**src/rtl/cfs_md_responder_if.sv**
```systemverilog
// MD bus interface: one master-to-responder transfer channel.
//   md_valid  - master transfer request
//   md_data   - transfer data, DATA_WIDTH bits
//   md_offset - byte offset of the first valid byte
//   md_size   - number of valid bytes
//   md_ready  - responder completes the transfer (valid & ready)
//   md_err    - error response, meaningful only while md_ready is high
interface cfs_md_responder_if #(
  parameter int DATA_WIDTH = 32
);
  localparam int B  = DATA_WIDTH / 8;
  localparam int OW = (B > 1) ? $clog2(B) : 1;
  localparam int SW = $clog2(B) + 1;

  logic                  md_valid;
  logic [DATA_WIDTH-1:0] md_data;
  logic [OW-1:0]         md_offset;
  logic [SW-1:0]         md_size;
  logic                  md_ready;
  logic                  md_err;

  modport master (
    output md_valid, md_data, md_offset, md_size,
    input  md_ready, md_err
  );

  modport slave (
    input  md_valid, md_data, md_offset, md_size,
    output md_ready, md_err
  );
endinterface

```
**src/rtl/cfs_md_responder.sv**
```systemverilog
// MD-protocol responder (slave end of the MD bus).
// Accepts a transfer, waits wait_cycles, then answers with a one-cycle
// md_ready (md_err for illegal transfers). Legal transfers are pushed into a
// first-word fall-through FIFO for downstream logic.
//
// Ports:
//   clk, reset        - clock, synchronous active-high reset
//   md                - MD bus, slave modport
//   wait_cycles       - wait states before ready, sampled in IDLE
//   out_valid/ready   - FIFO head handshake; out_data/offset/size = head
//   fifo_level        - occupied FIFO entries
//   err_cnt           - saturating count of error responses
//   protocol_err      - sticky master protocol violation
//
// Build option: define CFS_MD_RESP_PROTOCOL_CHECK_EN to check that the master
// holds md_valid and its payload stable while a transfer is waiting.
// Without it protocol_err is tied low.
//
// state  | meaning
// S_IDLE | no transfer outstanding; capture wait count and legality
// S_WAIT | counting wait states, or stalled on a full FIFO
// S_RESP | md_ready high for one cycle; push or count error
module cfs_md_responder #(
  parameter  int DATA_WIDTH = 32,
  parameter  int FIFO_DEPTH = 4,
  parameter  int WAIT_WIDTH = 4,
  localparam int B  = DATA_WIDTH / 8,
  localparam int OW = (B > 1) ? $clog2(B) : 1,
  localparam int SW = $clog2(B) + 1,
  localparam int LW = $clog2(FIFO_DEPTH) + 1
) (
  input  logic                  clk,
  input  logic                  reset,
  cfs_md_responder_if.slave     md,
  input  logic [WAIT_WIDTH-1:0] wait_cycles,
  output logic                  out_valid,
  input  logic                  out_ready,
  output logic [DATA_WIDTH-1:0] out_data,
  output logic [OW-1:0]         out_offset,
  output logic [SW-1:0]         out_size,
  output logic [LW-1:0]         fifo_level,
  output logic [15:0]           err_cnt,
  output logic                  protocol_err
);

  localparam int PW = $clog2(FIFO_DEPTH);
  localparam int EW = SW + 1;

  typedef enum logic [1:0] {S_IDLE, S_WAIT, S_RESP} state_t;

  typedef struct packed {
    logic [DATA_WIDTH-1:0] data;
    logic [OW-1:0]         offset;
    logic [SW-1:0]         size;
  } entry_t;

  state_t                state;
  logic [WAIT_WIDTH-1:0] cnt;
  logic                  legal_q;
  logic                  legal;
  logic [EW-1:0]         end_byte;
  logic                  push;
  logic                  pop;
  logic                  fifo_room;
  entry_t                mem [FIFO_DEPTH];
  logic [PW-1:0]         wr_ptr;
  logic [PW-1:0]         rd_ptr;

  // One extra bit so offset + size cannot wrap.
  assign end_byte = EW'(md.md_offset) + EW'(md.md_size);
  assign legal    = (md.md_size != '0) && (end_byte <= EW'(B));

  assign out_valid = (fifo_level != '0);
  assign pop       = out_valid & out_ready;
  assign push      = (state == S_RESP) & legal_q;
  // A pop in the decision cycle frees the slot the coming push needs.
  assign fifo_room = (fifo_level < LW'(FIFO_DEPTH)) | pop;

  always_ff @(posedge clk) begin
    if (reset) begin
      state       <= S_IDLE;
      cnt         <= '0;
      legal_q     <= 1'b0;
      md.md_ready <= 1'b0;
      md.md_err   <= 1'b0;
      err_cnt     <= '0;
    end else begin
      md.md_ready <= 1'b0;
      md.md_err   <= 1'b0;
      case (state)
        S_IDLE: begin
          if (md.md_valid) begin
            cnt     <= wait_cycles;
            legal_q <= legal;
            state   <= S_WAIT;
          end
        end
        S_WAIT: begin
          if (!md.md_valid) begin
            state <= S_IDLE;
          end else if (cnt != '0) begin
            cnt <= cnt - WAIT_WIDTH'(1);
          end else if (!legal_q || fifo_room) begin
            state       <= S_RESP;
            md.md_ready <= 1'b1;
            md.md_err   <= !legal_q;
          end
        end
        S_RESP: begin
          state <= S_IDLE;
          if (!legal_q && (err_cnt != 16'hFFFF)) begin
            err_cnt <= err_cnt + 16'd1;
          end
        end
        default: state <= S_IDLE;
      endcase
    end
  end

  always_ff @(posedge clk) begin
    if (push && !reset) begin
      mem[wr_ptr] <= '{data: md.md_data, offset: md.md_offset, size: md.md_size};
    end
  end

  always_ff @(posedge clk) begin
    if (reset) begin
      wr_ptr     <= '0;
      rd_ptr     <= '0;
      fifo_level <= '0;
    end else begin
      if (push) wr_ptr <= wr_ptr + PW'(1);
      if (pop)  rd_ptr <= rd_ptr + PW'(1);
      case ({push, pop})
        2'b10:   fifo_level <= fifo_level + LW'(1);
        2'b01:   fifo_level <= fifo_level - LW'(1);
        default: fifo_level <= fifo_level;
      endcase
    end
  end

  assign {out_data, out_offset, out_size} = mem[rd_ptr];

`ifdef CFS_MD_RESP_PROTOCOL_CHECK_EN
  logic [DATA_WIDTH-1:0] data_q;
  logic [OW-1:0]         offset_q;
  logic [SW-1:0]         size_q;
  logic                  prot_q;

  always_ff @(posedge clk) begin
    if (reset) begin
      data_q   <= '0;
      offset_q <= '0;
      size_q   <= '0;
      prot_q   <= 1'b0;
    end else begin
      if (state == S_IDLE && md.md_valid) begin
        data_q   <= md.md_data;
        offset_q <= md.md_offset;
        size_q   <= md.md_size;
      end
      if (state == S_WAIT &&
          (!md.md_valid || md.md_data != data_q ||
           md.md_offset != offset_q || md.md_size != size_q)) begin
        prot_q <= 1'b1;
      end
    end
  end

  assign protocol_err = prot_q;
`else
  assign protocol_err = 1'b0;
`endif

endmodule

```
**src/flat_wrapper.sv**
```systemverilog
// flat-port wrapper written by rule: the top's interface ports become plain ports
module cfs_md_responder_flat 
#(
  parameter  int DATA_WIDTH = 32,
  parameter  int FIFO_DEPTH = 4,
  parameter  int WAIT_WIDTH = 4,
  localparam int B  = DATA_WIDTH / 8,
  localparam int OW = (B > 1) ? $clog2(B) : 1,
  localparam int SW = $clog2(B) + 1,
  localparam int LW = $clog2(FIFO_DEPTH) + 1
)
  (clk, reset, wait_cycles, out_valid, out_ready, out_data, out_offset, out_size, fifo_level, err_cnt, protocol_err, md_md_valid, md_md_data, md_md_offset, md_md_size, md_md_ready, md_md_err);
  cfs_md_responder_if #(.DATA_WIDTH(DATA_WIDTH)) md_i ();
  input  logic clk;
  input  logic reset;
  input  logic [WAIT_WIDTH-1:0] wait_cycles;
  output logic out_valid;
  input  logic out_ready;
  output logic [DATA_WIDTH-1:0] out_data;
  output logic [OW-1:0] out_offset;
  output logic [SW-1:0] out_size;
  output logic [LW-1:0] fifo_level;
  output logic [15:0] err_cnt;
  output logic protocol_err;
  input wire logic [$bits(md_i.md_valid)-1:0] md_md_valid;
  input wire logic [$bits(md_i.md_data)-1:0] md_md_data;
  input wire logic [$bits(md_i.md_offset)-1:0] md_md_offset;
  input wire logic [$bits(md_i.md_size)-1:0] md_md_size;
  output wire logic [$bits(md_i.md_ready)-1:0] md_md_ready;
  output wire logic [$bits(md_i.md_err)-1:0] md_md_err;
  assign md_i.md_valid = md_md_valid;
  assign md_i.md_data = md_md_data;
  assign md_i.md_offset = md_md_offset;
  assign md_i.md_size = md_md_size;
  assign md_md_ready = md_i.md_ready;
  assign md_md_err = md_i.md_err;
  cfs_md_responder #(.DATA_WIDTH(DATA_WIDTH), .FIFO_DEPTH(FIFO_DEPTH), .WAIT_WIDTH(WAIT_WIDTH)) u_core (.clk(clk), .reset(reset), .md(md_i), .wait_cycles(wait_cycles), .out_valid(out_valid), .out_ready(out_ready), .out_data(out_data), .out_offset(out_offset), .out_size(out_size), .fifo_level(fifo_level), .err_cnt(err_cnt), .protocol_err(protocol_err));
endmodule
```
**config.mk**
```make
export PLATFORM = sky130hd
export DESIGN_NAME = cfs_md_responder_flat
export DESIGN_NICKNAME = d
export VERILOG_FILES = /design/src/rtl/cfs_md_responder_if.sv /design/src/rtl/cfs_md_responder.sv /design/src/flat_wrapper.sv
export SDC_FILE = /design/constraint.sdc
export NUM_CORES = 1
export LEC_CHECK = 0
export BUFFER_PORTS_ARGS = -buffer_cell sky130_fd_sc_hd__buf_2
export CAP_MARGIN = 25
export CORE_MARGIN = 2
export CORE_UTILIZATION = 30
export CTS_CLUSTER_DIAMETER = 60
export DETAILED_ROUTE_END_ITERATION = 8
export GPL_TIMING_DRIVEN = 0
export PLACE_DENSITY = 0.54
export SLEW_MARGIN = 15
export SYNTH_ARGS = -nofsm -noshare
export SYNTH_HDL_FRONTEND = slang
export SYNTH_SLANG_ARGS = --single-unit
```
**constraint.sdc**
```tcl
create_clock -name clk -period 3.9 [get_ports clk]
set_input_delay 0 -clock clk [delete_from_list [all_inputs] [get_ports clk]]
set_output_delay 0 -clock clk [all_outputs]
set_load 0.02 [all_outputs]
```
==> results.txt <==
----------------------------------------------------
[Placement]
  HPWL after DPL ... 9680 um
  Total of buffers placed on input and output ports ... 103
  GP Congestion ... 0.839
  Number of cells in the design after placement ... 829

[Timing]
  Post-route minimum period ... 2450 ps
  Final count of pins violating max slew ... 0
  Slew of the pin with the lowest slew margin ... 728 ps
  Normalized max-slew margin ... 51.0%
  Skew final ... 14.2 ps
  Total count of hold-check failures in the final report ... 0
  Highest Clock Rate ... 408 MHz
  Final Cycle Share ... 62.9%
  Tightest hold margin ... 99.8 ps
  Unrepaired setup endpoints after global routing ... no
  Setup TNS ... 0 ps
  Final setup violation count ... 0

[Floorplanning]
  Die Wd ... 158 um
  Cell Rows ... 56
  Initial core utilization ... 30.5%
  Die extent in y ... 158 um
  Top-level I/O count ... 105
  Die Footprint ... 25100 sq um
  Core Area ... 23400 sq um

[Logic synthesis]
  Cell count after synthesis ... 403
  EDFF count, synth ... 148
  Top area cells in the synthesized netlist ... sky130_fd_sc_hd__edfxtp_1 (62%), sky130_fd_sc_hd__mux4_2 (12%), sky130_fd_sc_hd__dfxtp_1 (9.5%), sky130_fd_sc_hd__ha_1 (1.6%), sky130_fd_sc_hd__a21oi_1 (1.4%)
  Net count of the mapped netlist ... 459
  Post-synthesis sequential element count ... 182
  Dominant cell type by area after synthesis ... sky130_fd_sc_hd__edfxtp_1
  Synth Flop Type ... sky130_fd_sc_hd__edfxtp_1
  Synthesized cell area ... 7150 sq um
  Number of distinct library cells after synthesis ... 48
  Post-synthesis average cell area ... 17.7 sq um
  Warnings, synthesis ... 0
  Post-synth ARST share ... 0%
  Proportion of netlist area held by the largest area contributor ... 62.2%
  Sequential-to-total area share from yosys stat ... 71.7%

[Worst setup path]
  Worst Path Class, Setup ... flop to output pin
  Peak fanout along the critical path ... 10
  Kind of end point of the critical path ... output pin
  Crit-path slowest cell ... sky130_fd_sc_hd__clkbuf_1
  Crit path cell chain ... clkbuf_1 > clkbuf_1 > mux4_2 > buf_2
  Worst Path Buf+Inv ... 3
  Worst stage delay on the critical path ... 600 ps
  Worst Path Required ... 3900 ps
  Most numerous cell on the critical path ... sky130_fd_sc_hd__clkbuf_1
  Crit start category ... flop
  Data arrival time at the worst-slack endpoint ... 2450 ps
  Largest delay contributor family on the critical path ... buffers and inverters

[Detailed routing]
  Initial detailed-routing violation count ... 246
  Vias after detailed routing ... 4138
  Drt total wl ... 14700 um
  Routed vias/inst ... 4.58
  Drt first pass iters ... 4
  Drt wl/cell ... 16.3 um
  Number of nets still failing antenna checks after routing ... 0
  Remaining routing DRC violations ... 0

[Final layout]
  Total Nets Final ... 627
  Number of antenna cells inserted ... 0
  Filler cells ... 2210
  Commonest cells after routing, fill and taps aside ... sky130_fd_sc_hd__edfxtp_1 (148), sky130_fd_sc_hd__buf_2 (107), sky130_fd_sc_hd__dlygate4sd3_1 (42), sky130_fd_sc_hd__mux4_2 (37), sky130_fd_sc_hd__dfxtp_1 (34)
  Area added between synthesis and finish ... 28.9%
  Area occupied by multi-input gates ... 1890 sq um
  Share of the core filled with cells in the final layout ... 39.4%
  Share of layout cells above drive strength 1 ... 33.4%
  Most common cell after layout, fill and taps aside ... sky130_fd_sc_hd__edfxtp_1
  Fin cells ... 903
  Sequential cell area ... 5120 sq um

[Clock network]
  Clock tree from TritonCTS ... done
  Deepest clock path buffer count ... 2
  CTS Hold Bufs ... 42
  Root buffer cell ... sky130_fd_sc_hd__clkbuf_16
  Clock edge transition at the registers on the reported setup and hold paths ... 70 ps
  Cts bufs inserted ... 17
  Post-CTS sizing ... 0
  Number of setup buffers added after CTS ... 0
  Total number of H-tree levels ... 4
  Clk_lat worst skew ... 430 ps
  Clock tree sinks ... 182

[Global route]
  Global-route usage over all layers ... 12.1%
  Sum of overflow across all layers after global routing ... 0
  Number of global-route vias before repair ... 4332
  Largest net degree at the start of global routing ... 21
  First-pass GRT wire length ... 22600 um
  Antenna violations before repair ... 0

[Power and ir drop]
  Static leakage ... 3.14 nW
  Total power ... 4.00 mW
  Power density over the cells ... 434 nW/um^2
  Maximum VDD drop ... 0.249 mV

[Flow run]
  Number of max-cap violations ... 0

[Min path]
  Type of the tightest min-delay check ... input port to flop

[Outcome]
  Status ... completed

----------------------------------------------------
==> flip-flops by register name (all words and copies together), names as in the netlist, named ones only <==
name and cells:
u_core.wr_ptr 2, u_core.mem 148, u_core.err_cnt 16, u_core.rd_ptr 2, u_core.state 2, u_core.md.md_err 1
u_core.fifo_level 3, u_core.cnt 4, u_core.legal_q 1, u_core.md.md_ready 1
==> synth_stat cells, types with 4 or more instances <==
cell type                    n
sky130_fd_sc_hd__nor2_1     19
sky130_fd_sc_hd__or4_1       6
sky130_fd_sc_hd__and2_1      4
sky130_fd_sc_hd__nand2b_1    6
sky130_fd_sc_hd__nor3_1      5
sky130_fd_sc_hd__edfxtp_1  148
sky130_fd_sc_hd__o21ai_0     8
sky130_fd_sc_hd__nand3_1     7
sky130_fd_sc_hd__a21oi_1    20
sky130_fd_sc_hd__dfxtp_1    34
sky130_fd_sc_hd__buf_2       4
sky130_fd_sc_hd__a211oi_1    5
sky130_fd_sc_hd__nand2_1     7
sky130_fd_sc_hd__or3_1       6
sky130_fd_sc_hd__ha_1        9
sky130_fd_sc_hd__clkbuf_1    8
sky130_fd_sc_hd__nor2b_1     4
sky130_fd_sc_hd__mux4_2     37
sky130_fd_sc_hd__inv_1      15
sky130_fd_sc_hd__o31ai_1     7
==> kinds of logic (layout without fill, tap and decap cells) <==
family                     after synthesis  in the layout  share of synthesized area, %
AOI/OAI and AO/OA                       50             50                          4.41
xor gates and xnor gates                 5              5                         0.613
adders and majority gates               11             11                          2.14
buffers and inverters                   31            212                          1.86
DFF                                    182            182                          71.7
muxes                                   43             43                          12.6
other                                    1              1                        0.0525
and+or+nand+nor                         80             80                          6.60
==> worst paths after layout <==
kind	startpoint	end	slack (ps)	cells after the start
setup reg to reg	u_core.legal_q	u_core.mem[2][5]	1790	4
setup / recovery	flop	out_data[29]	1450	4
hold reg to reg	u_core.err_cnt[14]	u_core.err_cnt[14]	510	2
hold / removal	out_ready	u_core.state[0]	100	3
==> layer usage <==
metal	track usage [%]	wire length, um
met1	15.2	6600
met2	20.0	7120
met3	3.54	820
met4	4.03	165
met5	0	0
==> layout make-up <==
class | instances | share of cell area [%]
Buffer | 16 | 0.829
Clock buffer | 17 | 4.62
Clock inverter | 15 | 2.04
Inverter | 15 | 0.611
Multi-Input combinational cell | 190 | 20.6
Sequential cell | 182 | 55.6
Tap cell | 319 | 4.33
Timing Repair Buffer | 149 | 11.4
==> report_power, final <==
group,switching (mW),internal (mW)
clock,0.820,0.930
sequential,0.00755,2.10
combinational,0.0663,0.0699
==> stage by stage <==
step	setup slack, ps	area (sq um)
final	1450	9210
after global routing	1290	9210
after CTS	1340	9210
after detailed placement	1700	8180
after floorplan	1790	7150
after global placement	762	8060
==> worst min-delay path: stages <==
cell	delay [ps]
sky130_fd_sc_hd__buf_2	100
sky130_fd_sc_hd__o21ai_0	180
sky130_fd_sc_hd__nor3b_1	190
(Power assumes the default switching activity.)
